$ cat config.mk
export PLATFORM = sky130hd
export DESIGN_NAME = sseg_scan_capture
export DESIGN_NICKNAME = d
export VERILOG_FILES = /design/src/rtl/sseg_scan_capture.sv
export SDC_FILE = /design/constraint.sdc
export NUM_CORES = 1
export LEC_CHECK = 0
export CAP_MARGIN = 40
export CORE_MARGIN = 3
export CORE_UTILIZATION = 40
export DETAILED_ROUTE_END_ITERATION = 12
export PLACE_DENSITY = 0.6
export SLEW_MARGIN = 10
export SYNTH_ARGS = -nofsm -noshare
export SYNTH_HDL_FRONTEND = slang
export SYNTH_SLANG_ARGS = --single-unit
$ cat constraint.sdc
create_clock -name clk -period 2.8 [get_ports clk]
set_input_delay 0.56 -clock clk [delete_from_list [all_inputs] [get_ports clk]]
set_output_delay 0.56 -clock clk [all_outputs]
set_load 0.02 [all_outputs]
$ cat src/rtl/sseg_scan_capture.sv
// sseg_scan_capture: recovers per-digit hex/dp/blank/valid from a multiplexed
// active-low seven-segment bus (an, sseg), with frame, error and staleness status.
// Ports: clk, reset (sync, active-high), an[3:0], sseg[7:0] in;
//        hex0..hex3[3:0], dp[3:0], digit_valid[3:0], blank[3:0],
//        frame_done, scan_err, stale out.
// Optional: define SSEG_CAP_FRAME_CNT_EN to add frame_cnt[15:0] (frames seen).
module sseg_scan_capture #(
    parameter int STABLE_CYCLES  = 4,
    parameter int TIMEOUT_CYCLES = 2**20
) (
    input  logic        clk,
    input  logic        reset,
    input  logic [3:0]  an,
    input  logic [7:0]  sseg,
    output logic [3:0]  hex0,
    output logic [3:0]  hex1,
    output logic [3:0]  hex2,
    output logic [3:0]  hex3,
    output logic [3:0]  dp,
    output logic [3:0]  digit_valid,
    output logic [3:0]  blank,
    output logic        frame_done,
    output logic        scan_err,
    output logic        stale
`ifdef SSEG_CAP_FRAME_CNT_EN
    ,
    output logic [15:0] frame_cnt
`endif
);

    localparam int CW = $clog2(STABLE_CYCLES + 1);
    localparam int IW = $clog2(TIMEOUT_CYCLES + 1);

    logic [11:0]   in_q, in_d;
    logic [11:0]   prev_q, prev_d;
    logic [CW-1:0] cnt_q, cnt_d;
    logic [IW-1:0] idle_q, idle_d;
    logic [3:0]    hex_q [4];
    logic [3:0]    hex_d [4];
    logic [3:0]    dp_q, dp_d;
    logic [3:0]    valid_q, valid_d;
    logic [3:0]    blank_q, blank_d;
    logic [3:0]    seen_q, seen_d;
    logic          fd_q, fd_d;
    logic          err_q, err_d;
    logic          stale_q, stale_d;
`ifdef SSEG_CAP_FRAME_CNT_EN
    logic [15:0]   fcnt_q, fcnt_d;
`endif

    logic          changed;
    logic          accept;
    logic [3:0]    sel;
    logic [1:0]    idx;
    logic [3:0]    gval;
    logic          gmatch;
    logic [3:0]    seen_nx;

    // Anode and glyph decode of the registered bus.
    always_comb begin
        sel = 4'b0000;
        idx = 2'd0;
        case (in_q[11:8])
            4'b1110: begin sel = 4'b0001; idx = 2'd0; end
            4'b1101: begin sel = 4'b0010; idx = 2'd1; end
            4'b1011: begin sel = 4'b0100; idx = 2'd2; end
            4'b0111: begin sel = 4'b1000; idx = 2'd3; end
            default: begin sel = 4'b0000; idx = 2'd0; end
        endcase

        gmatch = 1'b1;
        gval   = 4'h0;
        case (in_q[6:0])
            7'h01: gval = 4'h0;
            7'h4F: gval = 4'h1;
            7'h12: gval = 4'h2;
            7'h06: gval = 4'h3;
            7'h4C: gval = 4'h4;
            7'h24: gval = 4'h5;
            7'h20: gval = 4'h6;
            7'h0F: gval = 4'h7;
            7'h00: gval = 4'h8;
            7'h04: gval = 4'h9;
            7'h08: gval = 4'hA;
            7'h60: gval = 4'hB;
            7'h31: gval = 4'hC;
            7'h42: gval = 4'hD;
            7'h30: gval = 4'hE;
            7'h38: gval = 4'hF;
            default: begin gmatch = 1'b0; gval = 4'h0; end
        endcase
    end

    always_comb begin
        in_d    = {an, sseg};
        prev_d  = in_q;
        changed = (in_q != prev_q);
        // Accept fires once: cnt passes STABLE_CYCLES-1 only once per stable run.
        accept  = !changed && (cnt_q == CW'(STABLE_CYCLES - 1));

        if (changed)
            cnt_d = '0;
        else if (cnt_q == CW'(STABLE_CYCLES))
            cnt_d = cnt_q;
        else
            cnt_d = cnt_q + CW'(1);

        hex_d   = hex_q;
        dp_d    = dp_q;
        valid_d = valid_q;
        blank_d = blank_q;
        seen_d  = seen_q;
        fd_d    = 1'b0;
        err_d   = err_q;
        stale_d = stale_q;
        seen_nx = seen_q | sel;
`ifdef SSEG_CAP_FRAME_CNT_EN
        fcnt_d  = fcnt_q;
`endif

        if (accept) begin
            idle_d = '0;
            if (sel != 4'b0000) begin
                hex_d[idx]   = gval;
                valid_d[idx] = gmatch;
                blank_d[idx] = (in_q[6:0] == 7'h7F);
                dp_d[idx]    = ~in_q[7];
                stale_d      = 1'b0;
                if (seen_nx == 4'b1111) begin
                    fd_d   = 1'b1;
                    seen_d = 4'b0000;
`ifdef SSEG_CAP_FRAME_CNT_EN
                    fcnt_d = fcnt_q + 16'd1;
`endif
                end else begin
                    seen_d = seen_nx;
                end
            end else if (in_q[11:8] != 4'b1111) begin
                err_d = 1'b1;
            end
        end else begin
            if (idle_q == IW'(TIMEOUT_CYCLES))
                idle_d = idle_q;
            else
                idle_d = idle_q + IW'(1);
            // Fires on the single edge idle saturates; hex/dp keep last value.
            if (idle_q == IW'(TIMEOUT_CYCLES - 1)) begin
                stale_d = 1'b1;
                valid_d = 4'b0000;
                blank_d = 4'b0000;
                seen_d  = 4'b0000;
`ifdef SSEG_CAP_FRAME_CNT_EN
                fcnt_d  = 16'd0;
`endif
            end
        end
    end

    always_ff @(posedge clk) begin
        if (reset) begin
            in_q    <= 12'hFFF;
            prev_q  <= 12'hFFF;
            cnt_q   <= '0;
            idle_q  <= '0;
            for (int i = 0; i < 4; i++) hex_q[i] <= 4'h0;
            dp_q    <= 4'b0000;
            valid_q <= 4'b0000;
            blank_q <= 4'b0000;
            seen_q  <= 4'b0000;
            fd_q    <= 1'b0;
            err_q   <= 1'b0;
            stale_q <= 1'b0;
`ifdef SSEG_CAP_FRAME_CNT_EN
            fcnt_q  <= 16'd0;
`endif
        end else begin
            in_q    <= in_d;
            prev_q  <= prev_d;
            cnt_q   <= cnt_d;
            idle_q  <= idle_d;
            hex_q   <= hex_d;
            dp_q    <= dp_d;
            valid_q <= valid_d;
            blank_q <= blank_d;
            seen_q  <= seen_d;
            fd_q    <= fd_d;
            err_q   <= err_d;
            stale_q <= stale_d;
`ifdef SSEG_CAP_FRAME_CNT_EN
            fcnt_q  <= fcnt_d;
`endif
        end
    end

    assign hex0        = hex_q[0];
    assign hex1        = hex_q[1];
    assign hex2        = hex_q[2];
    assign hex3        = hex_q[3];
    assign dp          = dp_q;
    assign digit_valid = valid_q;
    assign blank       = blank_q;
    assign frame_done  = fd_q;
    assign scan_err    = err_q;
    assign stale       = stale_q;
`ifdef SSEG_CAP_FRAME_CNT_EN
    assign frame_cnt   = fcnt_q;
`endif

endmodule

==> tab_implementation.tex <==
\begin{tabular}{lr}
\hline
Metric & Value \\
\hline
\multicolumn{2}{l}{\textbf{Status}} \\
Status & finished, final reports clean \\
\multicolumn{2}{l}{\textbf{Final layout}} \\
Synth-to-layout area growth & 19.10\% \\
Most common cell after layout, fill and taps aside & sky130\_fd\_sc\_hd\_\_dfxtp\_1 \\
Most frequent cells in the layout & sky130\_fd\_sc\_hd\_\_dfxtp\_1 (83), sky130\_fd\_sc\_hd\_\_clkdlybuf4s50\_1 (44), sky130\_fd\_sc\_hd\_\_nor2\_1 (40) \\
Fraction of the core area covered by cells at the end of the flow & 49.34\% \\
Final cell count without fillers & 598 \\
Share of post-route cells with drive strength above 1 & 11.51\% \\
Area of all placed cells without fillers & 4581 sq um \\
Diodes inserted & 0 \\
Filler Cell Count & 894 \\
Number of nets in the finished design & 484 \\
\multicolumn{2}{l}{\textbf{STA}} \\
Final cycle utilization of the critical path & 81.04\% \\
Final slew viol count & 0 \\
Total count of hold-check failures in the final report & 0 \\
Max-slew headroom at the worst pin & 41.11\% \\
Setup repair after global routing missed its margin & false \\
Hold WS & 479.6 ps \\
Worst clock skew & 9.812 ps \\
Period minus WS final & 2269 ps \\
Least-Margin Pin Slew & 883.4 ps \\
Count of endpoints failing setup in the final report & 0 \\
Total Negative Setup Slacks & 0 ps \\
Fmax & 440.7 MHz \\
\multicolumn{2}{l}{\textbf{Critical path}} \\
Element type at the critical path end & flip-flop \\
Required time at the worst-slack endpoint & 3030 ps \\
Setup crit start kind & flip-flop \\
Maximum fanout count along the critical path & 20 \\
Data arrival time of the critical path & 2490 ps \\
Worst reg2reg startpoint & in\_q[4] \\
Kind of critical path & flip-flop to flip-flop \\
Origin of the worst setup path & in\_q[4] \\
\multicolumn{2}{l}{\textbf{Power}} \\
Switch Pwr & 515.4 uW \\
Pwr per Cell Area & 516.4 nW/um\^{}2 \\
Internal power & 1.850 mW \\
Sw Share & 21.79\% \\
Power share of the clock group & 42.1\% \\
Leak Pwr & 1.545 nW \\
Largest voltage drop on the vdd net & 0.3224 mV \\
Sequential share of power & 52.2\% \\
Combinational cell fraction of total power & 5.7\% \\
\multicolumn{2}{l}{\textbf{Yosys}} \\
Average size of a mapped cell & 8.862 sq um \\
Post-synth EDFFs & 0 \\
Primary FF master, synth & sky130\_fd\_sc\_hd\_\_dfxtp\_1 \\
Count of distinct cell types in the synthesized netlist & 59 \\
Syn\_nets & 453 \\
Netlist area before placement & 3846 sq um \\
Synth top area cells & sky130\_fd\_sc\_hd\_\_dfxtp\_1 (43\%), sky130\_fd\_sc\_hd\_\_xor2\_1 (4.8\%), sky130\_fd\_sc\_hd\_\_or2\_2 (4.1\%) \\
Yosys synthesis warning count & 0 \\
Async set or reset register ratio after synthesis & 0\% \\
Post-Synthesis Cells & 434 \\
Library cell occupying the most area in the post-synthesis netlist & sky130\_fd\_sc\_hd\_\_dfxtp\_1 \\
Number of synthesized register bits & 83 \\
Fraction of synthesized cell area taken by the top area cell type & 43.20\% \\
Seq/Total Area, Yosys & 43.20\% \\
\multicolumn{2}{l}{\textbf{Detailed routing}} \\
DRC violations left & 0 \\
Number of detailed-routing iterations run before antenna repair & 4 \\
Post-DRT Antenna Nets & 0 \\
Routed wire per std cell & 14.17 um \\
Total vias in the final route & 3087 \\
Post-detailed-route via-to-cell ratio & 5.162 \\
Drt total wl & 8471 um \\
Iteration-0 DRC count of the detailed router & 117 \\
\multicolumn{2}{l}{\textbf{Clocking}} \\
Buffer levels on the longest clock path & 2 \\
Resize count post-CTS & 0 \\
Number of H-tree branching levels & 3 \\
Clock transition at path regs & 80 ps \\
Hold buffers post-CTS & 0 \\
Number of clock buffers inserted by TritonCTS & 9 \\
Clock sink total & 83 \\
Buffer cell driving the clock tree root & sky130\_fd\_sc\_hd\_\_clkbuf\_8 \\
Clock latency reported for the late side of the worst-skew pair & 350 ps \\
CTS tree & done \\
Post-CTS repair timing setup buffer count & 0 \\
\multicolumn{2}{l}{\textbf{Global route}} \\
Number of antenna violations at the first check in global routing & 0 \\
Global-route wire length before repair & 13790 um \\
Number of global-route vias before repair & 2826 \\
Total congestion overflow after global routing & 0 \\
Global-route total usage across every layer & 15.52\% \\
Pin count of the biggest net entering global routing & 46 \\
\multicolumn{2}{l}{\textbf{Floorplan}} \\
Number of rows in the core area & 35 \\
Die width & 104.1 um \\
Full die area & 10830 sq um \\
Core region area & 9284 sq um \\
Top-level I/O count & 45 \\
Die Span Y & 104.1 um \\
Initial Utilization & 41.43\% \\
\multicolumn{2}{l}{\textbf{Placed design}} \\
Half-perimeter wire length of the detailed placement result & 5866 um \\
Input/output buffers & 44 \\
Total placed instance area & 4350 sq um \\
Final RePlAce weighted congestion & 0.7826 \\
Total instance count after detailed placement & 583 \\
\multicolumn{2}{l}{\textbf{Flow run}} \\
Max capacitance violation total & 0 \\
\multicolumn{2}{l}{\textbf{Worst hold path}} \\
Type of the tightest min-delay check & flip-flop to flip-flop \\
Start point of the worst hold path & hex3[3] \\
\hline
\end{tabular}
## per-stage QoR
stage	power (mW)	worst slack [ps]
global placement	1.396	547.5
global route	2.457	229.4
CTS	2.398	517.5
floorplan	1.355	873.6
finish	2.365	530.8
detailed placement	1.398	524.0
## registers in the layout, indices dropped and copies added (netlist names)
name and flops:
digit_valid 4, in_q 12, cnt_q 3, hex0 4, idle_q 21, hex2 4, blank 4, dp 4
stale 1, hex1 4, seen_q 4, prev_q 12, frame_done 1, scan_err 1, hex3 4
## critical path, stage by stage (launching register included)
cell                      delay [ps]
sky130_fd_sc_hd__dfxtp_1         660
sky130_fd_sc_hd__xor2_1          130
sky130_fd_sc_hd__nor4_1          420
sky130_fd_sc_hd__nand4_1         140
sky130_fd_sc_hd__buf_4           230
sky130_fd_sc_hd__nor3_1          420
sky130_fd_sc_hd__o21ai_0         150
## synthesized netlist by cell type, types with 4 or more instances
cell type and n:
sky130_fd_sc_hd__and4b_1 5, sky130_fd_sc_hd__nor2_1 40, sky130_fd_sc_hd__clkbuf_1 16, sky130_fd_sc_hd__buf_2 10
sky130_fd_sc_hd__inv_1 12, sky130_fd_sc_hd__nand4_1 11, sky130_fd_sc_hd__a21oi_1 27, sky130_fd_sc_hd__nand2_1 15
sky130_fd_sc_hd__o211ai_1 12, sky130_fd_sc_hd__xnor2_1 15, sky130_fd_sc_hd__xor2_1 21, sky130_fd_sc_hd__mux2i_1 5
sky130_fd_sc_hd__nor3_1 7, sky130_fd_sc_hd__nand3_1 24, sky130_fd_sc_hd__dfxtp_1 83, sky130_fd_sc_hd__ha_1 5
sky130_fd_sc_hd__o21ai_0 24, sky130_fd_sc_hd__nor4_1 9, sky130_fd_sc_hd__a211oi_1 9, sky130_fd_sc_hd__or2_2 25
sky130_fd_sc_hd__nor4b_1 4
## logic make-up (layout without fill, tap and decap cells)
family                   Yosys count  after routing  synth area share, %
AO/OA/AOI/OAI                     91             91                15.00
XOR/XNOR                          36             36                8.198
adder cells (fa/ha/maj)            6              6                1.887
buffers and inverters             45             80                5.790
flip-flops                        83             83                43.20
multiplexers                       5              5                1.301
AND/OR/NAND/NOR                  168            168                24.63
## final timing paths
check	slack (ps)	cells after the start	to
hold reg to reg	480	2	hex3[3]
setup reg to reg	530	6	seen_q[2]
setup / recovery	530	6	seen_q[2]
hold / removal	480	2	hex3[3]
## power groups by stage
stage | Sequential, mW | Combinational [mW] | Clock (mW)
6_report | 1.23 | 0.134 | 0.996
5_1_grt | 1.24 | 0.150 | 1.07
4_1_cts | 1.23 | 0.137 | 1.03
3_5_place_dp | 1.26 | 0.136 | 0
3_3_place_gp | 1.26 | 0.135 | 0
2_1_floorplan | 1.24 | 0.115 | 0
## metal layers
metal	part of all wire, %	GRT usage (%)
met3	4.1	4.593
met2	48	25.67
met1	47	19.71
met5	0	0
met4	0.66	4.274
## layout make-up
class,instances,area (sq um),share of cell area (%)
Clock inverter,5,102.6,2.240
Clock buffer,10,127.6,2.786
Inverter,12,45.04,0.9833
Tap cell,129,161.4,3.524
Multi-Input combinational cell,306,1962,42.83
Sequential cell,83,1662,36.27
Timing Repair Buffer,53,520.5,11.36
No activity file was read; power rests on OpenSTA's default activity.
